### src/rtl/mips_pkg.sv
// Shared MIPS pipeline definitions: multiply/divide op codes, MDU FSM states, iteration count.
// Pure declarations, no latency.
// No handshake; the control and hazard units share these encodings.
package mips_pkg;

    localparam int MDU_ITER = 32;

    typedef enum logic [1:0] {
        OP_MULT  = 2'b00,
        OP_MULTU = 2'b01,
        OP_DIV   = 2'b10,
        OP_DIVU  = 2'b11
    } mdu_op_e;

    typedef enum logic [1:0] {
        MDU_IDLE = 2'b00,
        MDU_RUN  = 2'b01,
        MDU_FIX  = 2'b10
    } mdu_state_e;

    function automatic logic op_is_signed(input mdu_op_e op);
        return ~op[0];
    endfunction

    function automatic logic op_is_div(input mdu_op_e op);
        return op[1];
    endfunction

endpackage

### src/rtl/mdu_absneg.sv
// 32-bit conditional negate: neg ? (~in_dat + cin) : in_dat. cin chains two halves into a 64-bit negate.
// Combinational, zero latency.
// No flow control.
module mdu_absneg (
    input  logic [31:0] in_dat,
    input  logic        neg,
    input  logic        cin,
    output logic [31:0] out_dat
);

    always_comb begin
        out_dat = in_dat;
        if (neg) begin
            out_dat = ~in_dat + {31'b0, cin};
        end
    end

endmodule

### src/rtl/mdu32.sv
// Iterative 32-bit multiply/divide unit owning the architectural HI/LO registers.
// Latency: start at E0, HI/LO written at E33, done pulses the cycle after.
// busy blocks new starts and MTHI/MTLO; flush or reset abandons the operation.
module mdu32
    import mips_pkg::*;
#(
    parameter int ITER = MDU_ITER
) (
    input  logic        clk,
    input  logic        reset,
    input  logic        start,
    input  logic [1:0]  op,
    input  logic [31:0] a,
    input  logic [31:0] b,
    input  logic        flush,
    input  logic        wr_hi,
    input  logic        wr_lo,
    input  logic [31:0] wdata,
    output logic        busy,
    output logic        done,
    output logic [31:0] hi,
    output logic [31:0] lo
);

    localparam int CNT_W = $clog2(ITER);

    mdu_state_e        state_q, state_d;
    mdu_op_e           op_q, op_d;
    logic [CNT_W-1:0]  cnt_q, cnt_d;
    logic [31:0]       opnd_q, opnd_d;
    logic [63:0]       acc_q, acc_d;
    logic              neg_lo_q, neg_lo_d;
    logic              neg_hi_q, neg_hi_d;
    logic [31:0]       hi_q, hi_d;
    logic [31:0]       lo_q, lo_d;
    logic              done_q, done_d;

    logic [31:0]       an0_in, an1_in, an0_out, an1_out;
    logic              an0_neg, an1_neg, an1_cin;
    logic [32:0]       sum33, diff33;
    logic              in_sgn;

    // The two negators are shared: operand magnitudes in IDLE, result sign fix in FIX.
    always_comb begin
        in_sgn  = op_is_signed(mdu_op_e'(op));
        an0_in  = a;
        an1_in  = b;
        an0_neg = in_sgn & a[31];
        an1_neg = in_sgn & b[31];
        an1_cin = 1'b1;
        if (state_q == MDU_FIX) begin
            an0_in  = acc_q[31:0];
            an1_in  = acc_q[63:32];
            an0_neg = neg_lo_q;
            an1_neg = neg_hi_q;
            an1_cin = op_is_div(op_q) ? 1'b1 : (acc_q[31:0] == 32'b0);
        end
    end

    mdu_absneg u_absneg_lo (
        .in_dat  (an0_in),
        .neg     (an0_neg),
        .cin     (1'b1),
        .out_dat (an0_out)
    );

    mdu_absneg u_absneg_hi (
        .in_dat  (an1_in),
        .neg     (an1_neg),
        .cin     (an1_cin),
        .out_dat (an1_out)
    );

    always_comb begin
        sum33  = {1'b0, acc_q[63:32]} + (acc_q[0] ? {1'b0, opnd_q} : 33'b0);
        diff33 = acc_q[63:31] - {1'b0, opnd_q};
    end

    always_comb begin
        state_d  = state_q;
        op_d     = op_q;
        cnt_d    = cnt_q;
        opnd_d   = opnd_q;
        acc_d    = acc_q;
        neg_lo_d = neg_lo_q;
        neg_hi_d = neg_hi_q;
        hi_d     = hi_q;
        lo_d     = lo_q;
        done_d   = 1'b0;

        case (state_q)
            MDU_IDLE: begin
                if (wr_hi) hi_d = wdata;
                if (wr_lo) lo_d = wdata;
                if (start && !flush) begin
                    state_d = MDU_RUN;
                    op_d    = mdu_op_e'(op);
                    cnt_d   = '0;
                    if (op_is_div(mdu_op_e'(op))) begin
                        opnd_d   = an1_out;
                        acc_d    = {32'b0, an0_out};
                        // Divide by zero keeps the quotient at all ones regardless of signs.
                        neg_lo_d = in_sgn & (a[31] ^ b[31]) & (b != 32'b0);
                        neg_hi_d = in_sgn & a[31];
                    end else begin
                        opnd_d   = an0_out;
                        acc_d    = {32'b0, an1_out};
                        neg_lo_d = in_sgn & (a[31] ^ b[31]);
                        neg_hi_d = in_sgn & (a[31] ^ b[31]);
                    end
                end
            end
            MDU_RUN: begin
                if (op_is_div(op_q)) begin
                    if (!diff33[32]) acc_d = {diff33[31:0], acc_q[30:0], 1'b1};
                    else             acc_d = {acc_q[62:0], 1'b0};
                end else begin
                    acc_d = {sum33, acc_q[31:1]};
                end
                cnt_d = cnt_q + CNT_W'(1);
                if (cnt_q == CNT_W'(ITER - 1)) state_d = MDU_FIX;
            end
            MDU_FIX: begin
                hi_d    = an1_out;
                lo_d    = an0_out;
                done_d  = 1'b1;
                state_d = MDU_IDLE;
            end
            default: state_d = MDU_IDLE;
        endcase

        if (flush && state_q != MDU_IDLE) begin
            state_d = MDU_IDLE;
            hi_d    = hi_q;
            lo_d    = lo_q;
            done_d  = 1'b0;
        end
    end

    always_ff @(posedge clk) begin
        if (reset) begin
            state_q  <= MDU_IDLE;
            op_q     <= OP_MULT;
            cnt_q    <= '0;
            opnd_q   <= '0;
            acc_q    <= '0;
            neg_lo_q <= 1'b0;
            neg_hi_q <= 1'b0;
            hi_q     <= '0;
            lo_q     <= '0;
            done_q   <= 1'b0;
        end else begin
            state_q  <= state_d;
            op_q     <= op_d;
            cnt_q    <= cnt_d;
            opnd_q   <= opnd_d;
            acc_q    <= acc_d;
            neg_lo_q <= neg_lo_d;
            neg_hi_q <= neg_hi_d;
            hi_q     <= hi_d;
            lo_q     <= lo_d;
            done_q   <= done_d;
        end
    end

    assign busy = (state_q != MDU_IDLE);
    assign done = done_q;
    assign hi   = hi_q;
    assign lo   = lo_q;

endmodule

### config.mk
export PLATFORM = sky130hd
export DESIGN_NAME = mdu32
export DESIGN_NICKNAME = d
export VERILOG_FILES = /design/src/rtl/mips_pkg.sv /design/src/rtl/mdu_absneg.sv /design/src/rtl/mdu32.sv
export SDC_FILE = /design/constraint.sdc
export NUM_CORES = 1
export LEC_CHECK = 0
export CORE_ASPECT_RATIO = 1.2
export CORE_MARGIN = 5
export CORE_UTILIZATION = 45
export CTS_BUF_LIST = sky130_fd_sc_hd__clkbuf_8
export DETAILED_ROUTE_END_ITERATION = 8
export GPL_ROUTABILITY_DRIVEN = 0
export HOLD_SLACK_MARGIN = 0.1
export MAX_ROUTING_LAYER = met4
export PLACE_DENSITY = 0.76
export SETUP_SLACK_MARGIN = 0.5
export SLEW_MARGIN = 20
export SYNTH_ARGS = -nofsm -noshare
export SYNTH_HDL_FRONTEND = slang
export SYNTH_SLANG_ARGS = --single-unit
### constraint.sdc
create_clock -name clk -period 5.9 [get_ports clk]
set_input_delay 0.59 -clock clk [delete_from_list [all_inputs] [get_ports clk]]
set_output_delay 0.59 -clock clk [all_outputs]
set_load 0.05 [all_outputs]
==> flow_metrics.env, run 1 <==
export IMPL_cts_tree="built"
export IMPL_clock_skew_ns=0.0161
export IMPL_dieWidth_microns=173
export IMPL_detail_route_wl_per_cell_microns=21.1
export IMPL_finalHoldViolCount=0
export IMPL_slew_limit_headroom_pct=24.3
export IMPL_vias=15100
export IMPL_io_pins=170
export IMPL_start_kind="register"
export IMPL_cts_buffers=17
export IMPL_status="finished, final reports clean"
export IMPL_path_max_fanout=55
export IMPL_drive_gt1_share_pct=5.43
export IMPL_avgViaCountPerCell=6.38
export IMPL_cts_buffer_depth=2
export IMPL_avgSynthCellArea_sq_um=7.67
export IMPL_synth_largest_area_cell="dfxtp_1"
export IMPL_min_path_cells=2
export IMPL_fin_ws_ns=1.38
export IMPL_post_route_drc_count=0
export IMPL_die_area_sq_um=35700
export IMPL_yosysMostFrequentCell="nand2_1"
export IMPL_cts_resized_gates=0
export IMPL_cts_hold_buf=0
export IMPL_async_reset_ff_share_pct=0
export IMPL_placed_cells=2341
export IMPL_seq_area_frac_synth_pct=23.8
export IMPL_cap_violations=0
export IMPL_synth_edf_count=0
export IMPL_grt_pass1_wl_microns=78100
export IMPL_diodes=0
export IMPL_clk_pin_slew_ns=0.10
export IMPL_grt_pass1_vias=14400
export IMPL_grt_max_degree=74
export IMPL_firstDrtPassIters=6
export IMPL_die_y_microns=206
export IMPL_worstPathArrival_ns=4.89
export IMPL_hold_ws_ns=0.463
export IMPL_post_cts_setup_buffer_count=0
export IMPL_path_cells="nand2b_4 > buf_4 > mux2_2 > nor3_1 > nand4b_1 > o41ai_1 > xnor2_1 > o22ai_1 > a22oi_1 > o21ai_0"
export IMPL_synth_area_sq_um=14400
export IMPL_clk_latency_ns=0.51
export IMPL_slowest_stage="dfxtp_1"
export IMPL_rsz0062_at_grt="no"
export IMPL_fp_row_count=71
export IMPL_final_nets=2134
export IMPL_fin_util_pct=53.1
export IMPL_syn_to_final_growth_pct=16.1
export IMPL_synth_top_area_share_pct=23.8
export IMPL_initial_utilization_pct=45.8
export IMPL_reg2reg_to="acc_q[31]"
export IMPL_antenna_left=0
export IMPL_portBuffers=169
export IMPL_cts_sink_count=171
export IMPL_crit_required_ns=6.27
export IMPL_place_ws_ns=1.37
export IMPL_routed_wl_microns=50000
export IMPL_hold_start="hi[23]"
export IMPL_cp_num_buf_inv=1
export IMPL_peakVddDrop_mv=0.110
export IMPL_hold_end="hi[23]"
export IMPL_maxSlewViolCount=0
export IMPL_cts_htree_levels=4
export IMPL_grt_antenna_before_repair=0
export IMPL_crit_family="simple AND/OR/NAND/NOR gates"
export IMPL_hpwl_microns=38400
export IMPL_synth_main_ff_cell="dfxtp_1"
export IMPL_synthesis_nets=2052
export IMPL_p_leak_nw=6.73
export IMPL_cts_root_buf="clkbuf_8"
export IMPL_hp_class="register to register"
export IMPL_crit_type="register to register"
export IMPL_synth_cell_types=85
export IMPL_worst_path_stages=10
export IMPL_r2r_cells=10
export IMPL_rr_startpoint="state_q[0]"
export IMPL_finalSetupTns_ns=0
export IMPL_cp_slowest_stage_delay_ns=0.84
export IMPL_postSynthCellCount=1877
export IMPL_powerDensity_nw_per_um2=192
export IMPL_fmax_ghz=0.221
export IMPL_synth_area_leaders="dfxtp_1, mux2i_1, ha_1"
export IMPL_setup_viol=0
export IMPL_yosys_warnings=0
export IMPL_overflow=0
export IMPL_drt_iter0_markers=1630
export IMPL_ys_seq_elements=171
export IMPL_endpoint_kind="register"
export IMPL_core_area_sq_um=31400
export IMPL_fin_area_sq_um=16700
export IMPL_synth_commonest_cells="nand2_1, nor2_1, dfxtp_1"
export IMPL_final_cell_count_no_fill=2373
export IMPL_power_mw=3.20
export IMPL_track_usage_pct=27.7
export IMPL_tightest_slew_ns=1.13
export IMPL_ff2ff_setup_slack_ns=1.38
export IMPL_period_minus_slack_ns=4.52
export IMPL_post_route_period_util_pct=76.6
export IMPL_place_area_sq_um=16300
[tightest hold or removal path: stages, from the launching register on]
cell	delay [ns]
dfxtp_1	0.32
nand2_1	0.05
a21oi_1	0.05
[per-layer routing]
metal	GRT usage, %	routed length [microns]	up-vias
met1	32.9	20400	7108
met5	-	0	-
met3	4.19	3870	168
li1	-	-	7104
met4	16.3	2970	0
met2	44.8	22800	766
[worst max path at each step]
stage,startpoint,endpoint,slack [ns]
finish,state_q[0],acc_q[31],1.38
global route,acc_q[31],acc_q[0],1.18
CTS,acc_q[31],acc_q[0],1.31
detailed placement,acc_q[31],acc_q[0],1.37
global placement,state_q[0],acc_q[31],1.56
floorplan,state_q[0],acc_q[28],2.18
[report_power, final]
group	internal, mW	switching (mW)
logic	0.378	0.611
registers	1.22	0.0699
clock network	0.430	0.488
total	2.03	1.17
[flip-flops by register name, indices dropped and copies added (netlist names)]
register and count:
state_q 2, done 1, acc_q 64, cnt_q 5, neg_hi_q 1, op_q 1
hi 32, lo 32, neg_lo_q 1, opnd_q 32
[layout by cell type, fill, tap and decap left out, types with 36 or more instances in the layout]
master           synthesis  layout
nand2_1                204     204
nor2_1                 203     201
dfxtp_1                171     170
clkdlybuf4s50_1          0     168
a21oi_1                122     120
mux2i_1                112     112
o21ai_0                105     105
xnor2_1                 72      72
ha_1                    69      69
a211oi_1                58      58
inv_1                   50      50
xor2_1                  49      49
a311oi_1                46      46
and2_1                  42      42
a21o_1                  36      36
[layout make-up]
type                            instances  area, sq um
Clock buffer                           18          248
Tap cell                              401          502
Sequential cell                       171         3420
Inverter                               50          188
Fill cell                            2959        14700
Timing Repair Buffer                  187         1840
Clock inverter                         14          171
Multi-Input combinational cell       1532        10300
[cell families (layout without fill, tap and decap cells)]
family / Yosys count / count (layout) / share of synthesized area [%]
simple gates: 643 / 643 / 21.2
compound gates: 563 / 563 / 27.0
buf+inv: 174 / 269 / 4.83
flops: 171 / 171 / 23.8
mux: 134 / 134 / 9.62
xor+xnor: 121 / 121 / 7.36
fa+ha+maj: 71 / 71 / 6.28
Power figures use the tool's default switching activity.
==> run 2: changes to the inputs <==
- PLACE_DENSITY: 0.76 -> 0.79
- clock period: 5.9 -> 3.6 ns (I/O delays scaled with it)
==> flow_metrics.env, run 2 (synthesis results as in run 1) <==
export IMPL_start_kind="register"
export IMPL_powerDensity_nw_per_um2=291
export IMPL_endpoint_kind="register"
export IMPL_grt_max_degree=59
export IMPL_fin_area_sq_um=18300
export IMPL_detail_route_wl_per_cell_microns=22.4
export IMPL_drive_gt1_share_pct=16.3
export IMPL_crit_required_ns=3.97
export IMPL_worstPathArrival_ns=3.70
export IMPL_cts_buffers=17
export IMPL_fp_row_count=71
export IMPL_cts_tree="built"
export IMPL_fmax_ghz=0.300
export IMPL_portBuffers=169
export IMPL_initial_utilization_pct=45.8
export IMPL_diodes=0
export IMPL_largest_reg_flops=64
export IMPL_hp_class="primary input to register"
export IMPL_crit_type="register to register"
export IMPL_top_register="acc_q"
export IMPL_cts_sink_count=171
export IMPL_finalHoldViolCount=0
export IMPL_power_mw=5.32
export IMPL_final_cell_count_no_fill=2460
export IMPL_cts_htree_levels=4
export IMPL_fin_ws_ns=0.267
export IMPL_place_area_sq_um=16800
export IMPL_grt_antenna_before_repair=0
export IMPL_antenna_left=0
export IMPL_overflow=0
export IMPL_vias=16200
export IMPL_grt_pass1_vias=15300
export IMPL_slew_limit_headroom_pct=33.7
export IMPL_firstDrtPassIters=7
export IMPL_fill_cells=2664
export IMPL_clock_skew_ns=0.0132
export IMPL_io_pins=170
export IMPL_syn_to_final_growth_pct=27.3
export IMPL_avgViaCountPerCell=6.59
export IMPL_fin_util_pct=58.3
export IMPL_core_area_sq_um=31400
export IMPL_final_nets=2221
export IMPL_die_y_microns=206
export IMPL_placed_cells=2399
export IMPL_clk_latency_ns=0.51
export IMPL_dieWidth_microns=173
export IMPL_drt_iter0_markers=1992
export IMPL_grt_pass1_wl_microns=83200
export IMPL_period_minus_slack_ns=3.33
export IMPL_post_route_period_util_pct=92.6
export IMPL_cts_buffer_depth=2
export IMPL_cts_root_buf="clkbuf_8"
export IMPL_setup_viol=0
export IMPL_tightest_slew_ns=0.982
export IMPL_status="finished, final reports clean"
export IMPL_hold_ws_ns=0.363
export IMPL_p_leak_nw=7.40
export IMPL_path_max_fanout=5
export IMPL_clk_pin_slew_ns=0.10
export IMPL_routed_wl_microns=55000
export IMPL_cap_violations=0
export IMPL_rsz0062_at_grt="yes"
export IMPL_place_ws_ns=0.150
export IMPL_track_usage_pct=29.6
export IMPL_maxSlewViolCount=0
export IMPL_hpwl_microns=40800
export IMPL_post_route_drc_count=0
export IMPL_finalSetupTns_ns=0
export IMPL_final_common_cell="nand2_1"
export IMPL_mostFrequentLayoutCells="nand2_1, nor2_1, clkdlybuf4s50_1"
export IMPL_peakVddDrop_mv=0.206
export IMPL_die_area_sq_um=35700
## run 2: cell types whose count changed in the layout (fill, tap and decap cells not counted), moves of 14 or more
cell and change:
buf_4 +65, o21ai_0 -27, o21ai_1 +18, xnor2_1 -15, xnor2_2 +15, dfxtp_1 -14
## run 2: worst max-delay path, stage by stage (launching register included)
cell and delay, ns:
dfxtp_4 0.38, nor4_4 0.36, nand4_1 0.21, nor4_2 0.35, or3_4 0.20, ha_4 0.15
and4_4 0.25, nand4_4 0.11, buf_4 0.17, buf_6 0.12, o31ai_4 0.17, xor2_1 0.20
nor2_1 0.08, a2111oi_1 0.44
## run 2: final timing paths
check / start / endpoint / slack (ns) / cells past startpoint
setup / recovery: acc_q[7] / opnd_q[21] / 0.27 / 13
hold / removal: reset / acc_q[51] / 0.36 / 2
setup reg to reg: acc_q[7] / opnd_q[21] / 0.27 / 13
hold reg to reg: hi[24] / hi[24] / 0.47 / 2
## run 2: report_power, final
group          total [mW]  internal, mW  switching [mW]
clock network        1.32         0.514           0.802
registers            2.12          2.01           0.115
logic                1.89         0.754            1.13
## run 2: area by class of cell
class,count,area (sq um),share of cell area [%]
clock buffers,19,262,1.43
repair buffers,274,2700,14.7
multi-input cells,1532,11100,60.7
well taps,401,502,2.74
flip-flops and latches,171,3460,18.9
clock inverters,13,93.8,0.512
inverters,50,190,1.04
## run 2: repair_timing
item | in CTS | in global routing
resized for setup | 72 | 140
endpoints found under the setup margin | 113 | 95
gates cloned | 4 | 1
buffers inserted | 12 | 12
hold buffers | 0 | 0
pin swaps | 24 | 61
## run 2: per-layer routing
metal / global-route usage (%) / vias up / part of all wire, %
li1: - / 7240 / -
met1: 34.8 / 7612 / 38
met2: 47.5 / 1068 / 45
met3: 4.50 / 297 / 9.5
met4: 19.3 / 0 / 7.5
met5: - / - / 0
